`src/rtl/cla_adder_pipe.sv`:
```
`timescale 1ns / 1ps
`default_nettype none
// +------------------------------------------------------------------------+
// | cla_adder_pipe : pipelined carry-lookahead adder/subtractor, one       |
// |                  GROUP-bit lookahead slice per stage, valid/ready.     |
// | Revision       : 1.0                                                   |
// +------------------------------------------------------------------------+
module cla_adder_pipe #(
  parameter int WIDTH = 16,
  parameter int GROUP = 4
) (
  input  logic             clk,
  input  logic             rst,
  input  logic             in_valid_i,
  output logic             in_ready_o,
  input  logic [WIDTH-1:0] a_i,
  input  logic [WIDTH-1:0] b_i,
  input  logic             cin_i,
  input  logic             sub_i,
  output logic             out_valid_o,
  input  logic             out_ready_i,
  output logic [WIDTH-1:0] sum_o,
  output logic             cout_o,
  output logic             ovf_o
);

  localparam int NG = WIDTH / GROUP;

  generate
    if ((WIDTH % GROUP) != 0 || WIDTH < GROUP) begin : g_bad_params
      $error("cla_adder_pipe: WIDTH must be a non-zero multiple of GROUP");
    end
  endgenerate

  // Returns {carry out, carry into slice MSB, sum bits}; every carry is a
  // flat sum-of-products of g/p terms so nothing ripples inside the slice.
  function automatic logic [GROUP+1:0] cla_slice(
    input logic [GROUP-1:0] a,
    input logic [GROUP-1:0] b,
    input logic             ci
  );
    logic [GROUP-1:0] g;
    logic [GROUP-1:0] p;
    logic [GROUP:0]   c;
    logic             t;
    g = a & b;
    p = a ^ b;
    for (int i = 0; i <= GROUP; i++) begin
      t = ci;
      for (int m = 0; m < i; m++) t = t & p[m];
      c[i] = t;
      for (int j = 0; j < i; j++) begin
        t = g[j];
        for (int m = j + 1; m < i; m++) t = t & p[m];
        c[i] = c[i] | t;
      end
    end
    return {c[GROUP], c[GROUP-1], p ^ c[GROUP-1:0]};
  endfunction

  // x_q holds finished sum slices in its top bits and the still-unconsumed
  // operand-A bits in its low bits; bsk_q is the matching skewed operand B.
  logic             valid_q [NG];
  logic [WIDTH-1:0] x_q     [NG];
  logic [WIDTH-1:0] bsk_q   [NG];
  logic             carry_q [NG];
  logic             ovf_q;

  logic             stage_v [NG];
  logic [WIDTH-1:0] stage_x [NG];
  logic [WIDTH-1:0] stage_b [NG];
  logic             stage_c [NG];
  logic [GROUP+1:0] slice_r [NG];
  logic [WIDTH-1:0] x_d     [NG];
  logic [WIDTH-1:0] bsk_d   [NG];
  logic             stall;

  assign stall      = valid_q[NG-1] & ~out_ready_i;
  assign in_ready_o = ~stall;

  always_comb begin
    stage_v[0] = in_valid_i;
    stage_x[0] = a_i;
    stage_b[0] = b_i ^ {WIDTH{sub_i}};
    stage_c[0] = sub_i | cin_i;
    for (int k = 1; k < NG; k++) begin
      stage_v[k] = valid_q[k-1];
      stage_x[k] = x_q[k-1];
      stage_b[k] = bsk_q[k-1];
      stage_c[k] = carry_q[k-1];
    end
    for (int k = 0; k < NG; k++) begin
      slice_r[k] = cla_slice(stage_x[k][GROUP-1:0], stage_b[k][GROUP-1:0], stage_c[k]);
      x_d[k]     = (stage_x[k] >> GROUP) | (WIDTH'(slice_r[k][GROUP-1:0]) << (WIDTH - GROUP));
      bsk_d[k]   = (stage_b[k] >> GROUP) | (stage_b[k] << (WIDTH - GROUP));
    end
  end

  // Bubbles advance the valid chain but leave data registers untouched,
  // so the outputs keep their last value while out_valid is low.
  always_ff @(posedge clk or posedge rst) begin
    if (rst) begin
      for (int k = 0; k < NG; k++) begin
        valid_q[k] <= 1'b0;
        x_q[k]     <= '0;
        bsk_q[k]   <= '0;
        carry_q[k] <= 1'b0;
      end
      ovf_q <= 1'b0;
    end else if (!stall) begin
      for (int k = 0; k < NG; k++) begin
        valid_q[k] <= stage_v[k];
        if (stage_v[k]) begin
          x_q[k]     <= x_d[k];
          bsk_q[k]   <= bsk_d[k];
          carry_q[k] <= slice_r[k][GROUP+1];
        end
      end
      if (stage_v[NG-1]) begin
        ovf_q <= slice_r[NG-1][GROUP+1] ^ slice_r[NG-1][GROUP];
      end
    end
  end

  assign out_valid_o = valid_q[NG-1];
  assign sum_o       = x_q[NG-1];
  assign cout_o      = carry_q[NG-1];
  assign ovf_o       = ovf_q;

endmodule
`default_nettype wire

```
`config.mk`:
```
export PLATFORM = sky130hd
export DESIGN_NAME = cla_adder_pipe
export DESIGN_NICKNAME = d
export VERILOG_FILES = /design/src/rtl/cla_adder_pipe.sv
export SDC_FILE = /design/constraint.sdc
export NUM_CORES = 1
export LEC_CHECK = 0
export CORE_UTILIZATION = 35
export CTS_CLUSTER_DIAMETER = 60
export CTS_CLUSTER_SIZE = 16
export DETAILED_ROUTE_END_ITERATION = 10
export DONT_BUFFER_PORTS = 1
export SLEW_MARGIN = 20
export SYNTH_ARGS = -nofsm -noshare
export SYNTH_HDL_FRONTEND = slang
export SYNTH_SLANG_ARGS = --single-unit
```
`constraint.sdc`:
```
create_clock -name clk -period 3.8 [get_ports clk]
set_clock_uncertainty 0.05 [all_clocks]
set_input_delay 0.76 -clock clk [delete_from_list [all_inputs] [get_ports clk]]
set_output_delay 0.76 -clock clk [all_outputs]
set_load 0.005 [all_outputs]
```
==> run metrics, run 1 <==
mean area per synthesized cell=between 10 and 15 um^2; ANT nets after route=0; area occupied by multi-input gates=0.00202 mm^2; CTS clk-pin slew, worst paths=0.06 ns; final count of negative-setup-slack endpoints=0; Fill cells=1193; PwrDens=roughly 840 mW/mm^2; hold_buf cts=0; vias per cell=4.88; Max Cap Violations=0; Post-synth EDFFs=0; Setup crit start kind=flop; Ys Warns=0; total clock sinks=between 90 and 100; main flop type after synthesis=dfrtp_1; port buffer count=0; Yosys reg bits=slightly below 100; Mapped Cells=approximately 340; Final period util=between 50% and 60%; final core occ=39.6%; GR Util All Layers=13.1%; drt initial violations=around 130; worst-path fanout max=32; routed len/inst=around 16 um; Max Fclk=between 400 and 500 MHz; die height=~120 um; site row count=about 40; GPL Wtd Cong=about 0.76; IO Count=58; Worst Setup End Kind=output pin; commonest non-fill, non-tap cell in the layout=dfrtp_1; Syn Nets=around 410; Worst R2R Start=out_valid_o; outcome=completed; # nets final=406; Finished Layout Cells=520; Netlist cell types=39; Final min period=2.17 ns; final hold violations=0; CTS tree=done; Max Buffers Root-to-Sink=2; die area=0.0137 mm^2; WL final=a little over 8 mm; Post-CTS Resized=0; Synth Cell Area=0.00465 mm^2; RSZ-0062 raised after global routing=false; core area=approximately 0.013 mm^2; placed cells=just over 500; Clk Latency, worst-skew pair=around 0.33 ns; die span in x=approximately 120 um; antenna violations before repair=1; DRC=0; H-tree depth=3; DRT Pass-1 Iters=6; Crit Path Class=reg -> out; Area Overhead vs Synth=8.91%; Max Slew Vio Count=0; total CTS buffers=9; Post-DP HPWL=6.03 mm; vias in the first global route=about 2600; Leak=roughly 2.3 nW; post-synthesis sequential area ratio=roughly 52%; ys async rst share=100%; crit path DAT=between 1 and 1.5 ns; setup TNS=0 ns; gr ovfl total=0; buffer count from post-CTS setup fixing=0; crit path from=out_valid_o; Worst slew margin=approximately 37%; first-pass GRT wire length=roughly 13 mm; HP Class=in -> async; peak supply drop=approximately 0.00026 V; share of cells above drive strength 1=between 20 and 25%; Starting Density=36.4%; CTS root buffer=clkbuf_16; Vias=between 2000 and 3000; worst slew pin tran=about 0.95 ns; commonest cells after routing, fill and taps aside=dfrtp_1 (97), o21ai_0 (52), mux2_4 (34); FF/Latch Area=between 0.002 and 0.0025 mm^2; largest net degree at the start of global routing=about 80; worst path required time=between 2 and 3 ns
cell usage after synthesis, types with 2 or more instances:
cell type  count  area [um^2]
a21oi_1        3         15.0
inv_1         16         60.1
dfrtp_1       97         2430
o21a_1        10         75.1
buf_6          5         56.3
a21o_1         5         37.5
o31ai_1        7         52.6
mux2_4        34          510
xor2_1         9         78.8
o31a_1         4         35.0
mux2_2        25          282
ha_1          20          250
o21ai_0       52          260
o21ai_1        3         15.0
fa_1           4         80.1
nand3_1        2         10.0
o211a_1        4         40.0
nor3_1         7         35.0
xnor2_1       11         96.3
clkbuf_1       4         15.0
a21boi_0       2         15.0
nand2_8        2         40.0
buf_12         2         40.0
worst max-delay path: stages (launching register included):
cell and delay (ns):
dfrtp_1 0.39, nor2b_4 0.15, buf_4 0.31, inv_6 0.15
per-stage QoR:
stage	area, um^2	total power [mW]	worst slack (ns)	hold slack [ns]
after global placement	4760	3.33	1.60	0.435
after floorplan	4650	3.13	0.456	0.420
after CTS	5060	4.33	1.61	0.445
final	5060	4.27	1.63	0.446
after global routing	5060	4.58	1.56	0.457
after detailed placement	4760	3.39	1.56	0.436
logic make-up (layout without fill, tap and decap cells):
logic type | after synthesis | count (layout) | share of synthesized area, %
flops | 97 | 97 | 52.2
compound gates | 93 | 93 | 12.3
mux | 59 | 59 | 17.0
buf+inv | 32 | 35 | 4.34
fa+ha+maj | 24 | 24 | 7.11
simple gates | 19 | 19 | 3.18
other cells | 0 | 1 | 0
xor+xnor | 20 | 20 | 3.77
layout make-up:
class	instances	share of cell area, %
Clock buffer	11	4.60
Inverter	18	1.48
Multi-Input combinational cell	215	39.9
Sequential cell	97	48.0
Timing Repair Buffer	3	0.445
Antenna cell	1	0.0495
Tap cell	172	4.25
Clock inverter	3	1.34
layer usage:
metal | GRT usage (%) | vias up | share of wire, %
met5 | 0 | - | 0
met2 | 19.1 | 63 | 43
met4 | 6.84 | 0 | 2.2
met3 | 5.72 | 14 | 10
met1 | 16.4 | 1232 | 44
li1 | - | 1231 | -
sequential cells by signal, summed over array words and instances, names as in the netlist:
| signal | cells |
|---|---|
| stage_x | 48 |
| sum_o | 16 |
| out_valid_o | 1 |
| carry_q | 3 |
| ovf_o | 1 |
| bsk_q | 24 |
| cout_o | 1 |
| stage_v | 3 |
worst paths after layout:
check | slack (ns) | cells past startpoint | end
setup reg to reg | 1.91 | 5 | stage_x[11]
max in group asynchronous | 2.50 | 2 | sum_o[14]
setup / recovery | 1.63 | 3 | in_ready_o
min in group clk | 0.45 | 1 | bsk_q[36]
hold / removal | 0.45 | 1 | sum_o[0]
hold reg to reg | 0.45 | 1 | bsk_q[36]
power by group:
| group | internal, mW | switching, mW | leakage [nW] |
|---|---|---|---|
| sequential | 1.50 | 0.312 | 1.17 |
| clock | 0.569 | 0.351 | 0.142 |
| combinational | 0.858 | 0.681 | 1.03 |
| total | 2.93 | 1.34 | 2.34 |
(Power assumes the default switching activity.)
==> run 2: changes to the inputs <==
clock period = 2.2 ns   (was 3.8 ns; I/O delays follow)
==> run metrics, run 2 (synthesis results as in run 1) <==
die area=around 0.014 mm^2; first-pass GRT wire length=between 10 and 15 mm; NetSw=between 2 and 2.5 mW; DRT Pass-1 Iters=4; Starting Density=36.4%; final hold violations=0; ANT nets after route=0; commonest cells after routing, fill and taps aside=dfrtp_1 (97), o21ai_0 (52), mux2_4 (34); worst path required time=roughly 2.4 ns; Post-DP Area=0.00477 mm^2; setup TNS=0 ns; clock share of power=between 20% and 30%; worst slew pin tran=around 0.43 ns; Sw Share=32.4%; port buffer count=0; Final min period=approximately 1.8 ns; antenna violations before repair=0; Area Overhead vs Synth=9.45%; outcome=completed; area occupied by multi-input gates=slightly above 0.002 mm^2; Clk Latency, worst-skew pair=approximately 0.35 ns; FF-to-FF setup slack=between 0.3 and 0.4 ns; Post-DP HPWL=5.98 mm; Combinational Power Share=~36%; Worst Setup End Kind=flop; CTS tree=done; crit path DAT=around 2 ns; Crit Path Class=reg -> reg; Finished Layout Cells=between 500 and 600; drt initial violations=56; die span in x=117 um; commonest non-fill, non-tap cell in the layout=dfrtp_1; Leak=about 2.4 nW; Setup crit start kind=flop; placed cells=just over 500; HP Class=in -> reg; H-tree depth=3; PwrDens=about 1500 mW/mm^2; CTS root buffer=clkbuf_16; gr ovfl total=0; worst-path fanout max=3; GPL Wtd Cong=~0.74; largest net degree at the start of global routing=between 80 and 90; final count of negative-setup-slack endpoints=0; Final period util=between 80 and 90%; core area=about 0.013 mm^2; DRC=0; Max Buffers Root-to-Sink=2; Max Fclk=about 550 MHz; total CTS buffers=9; vias per cell=4.84; die height=approximately 120 um; site row count=41; Hold Slack=0.189 ns; antenna cells=0; RSZ-0062 raised after global routing=false; IO Count=58; fin area=0.00508 mm^2; routed len/inst=roughly 16 um; share of cells above drive strength 1=between 20% and 30%; Vias=2529; Int Power=around 5 mW; # nets final=slightly above 400; Largest register FFs=48; Sequential Power Share=a little over two fifths; total clock sinks=97; GR Util All Layers=13.7%; Max Cap Violations=0; Max Slew Vio Count=0; WL final=about 8.3 mm; Fill cells=between 1000 and 1500; Post-CTS Resized=0; peak supply drop=about 0.00051 V; FF/Latch Area=between 0.002 and 0.0025 mm^2; vias in the first global route=roughly 2600; Worst slew margin=approximately 70%; CTS clk-pin slew, worst paths=roughly 0.06 ns
==> run 2: worst paths after layout <==
kind / cells past startpoint / end / from
setup / recovery: 5 / stage_x[14] / bsk_q[32]
hold / removal: 1 / stage_x[38] / a_i[10]
setup reg to reg: 5 / stage_x[14] / bsk_q[32]
hold reg to reg: 1 / bsk_q[37] / bsk_q[57]
max in group asynchronous: 3 / cout_o / rst
min in group asynchronous: 2 / carry_q[3] / rst
==> run 2: power groups by stage <==
stage	Clock [mW]	Sequential, mW	Combinational (mW)
finish	1.58	3.12	2.70
global route	1.69	3.24	3.04
CTS	1.62	3.14	2.74
detailed placement	0	3.17	2.71
global placement	0	3.14	2.65
floorplan	0	2.96	2.44
==> run 2: worst max-delay path: stages, from the launching register on <==
cell	delay [ns]
dfrtp_1	0.41
ha_1	0.30
ha_1	0.21
o21a_1	0.19
or3_1	0.31
a41o_1	0.24
==> run 2: cell type report <==
| type | count | area share [%] |
|---|---|---|
| tap | 172 | 4.23 |
| clock inverter | 6 | 1.28 |
| timing repair buffer | 4 | 0.886 |
| clock buffer | 10 | 4.70 |
| sequential | 97 | 47.7 |
| inverter | 18 | 1.50 |
| multi-input combinational | 215 | 39.7 |
==> run 2: metrics by stage <==
| step | util (%) | total power [mW] | setup WS [ns] |
|---|---|---|---|
| after floorplan | - | 5.40 | 0.0442 |
| after global placement | 37.3 | 5.79 | 0.323 |
| after detailed placement | 37.3 | 5.88 | 0.281 |
| after CTS | 39.8 | 7.50 | 0.389 |
| after global routing | 39.8 | 7.98 | 0.324 |
| final | 39.8 | 7.40 | 0.387 |
==> run 2: layer usage <==
| layer | share of wire, % | GRT usage [%] |
|---|---|---|
| met1 | 47 | 18.7 |
| met2 | 44 | 20.0 |
| met3 | 6.4 | 3.40 |
| met4 | 2.4 | 7.85 |
| met5 | 0 | 0 |
==> run 2: timing repair <==
action | 4_1_cts | 5_1_grt
setup endpoints to repair | 0 | 0
setup buffers | 0 | 0
hold buffers | 1 | 0
endpoints found under the hold margin | 16 | 0
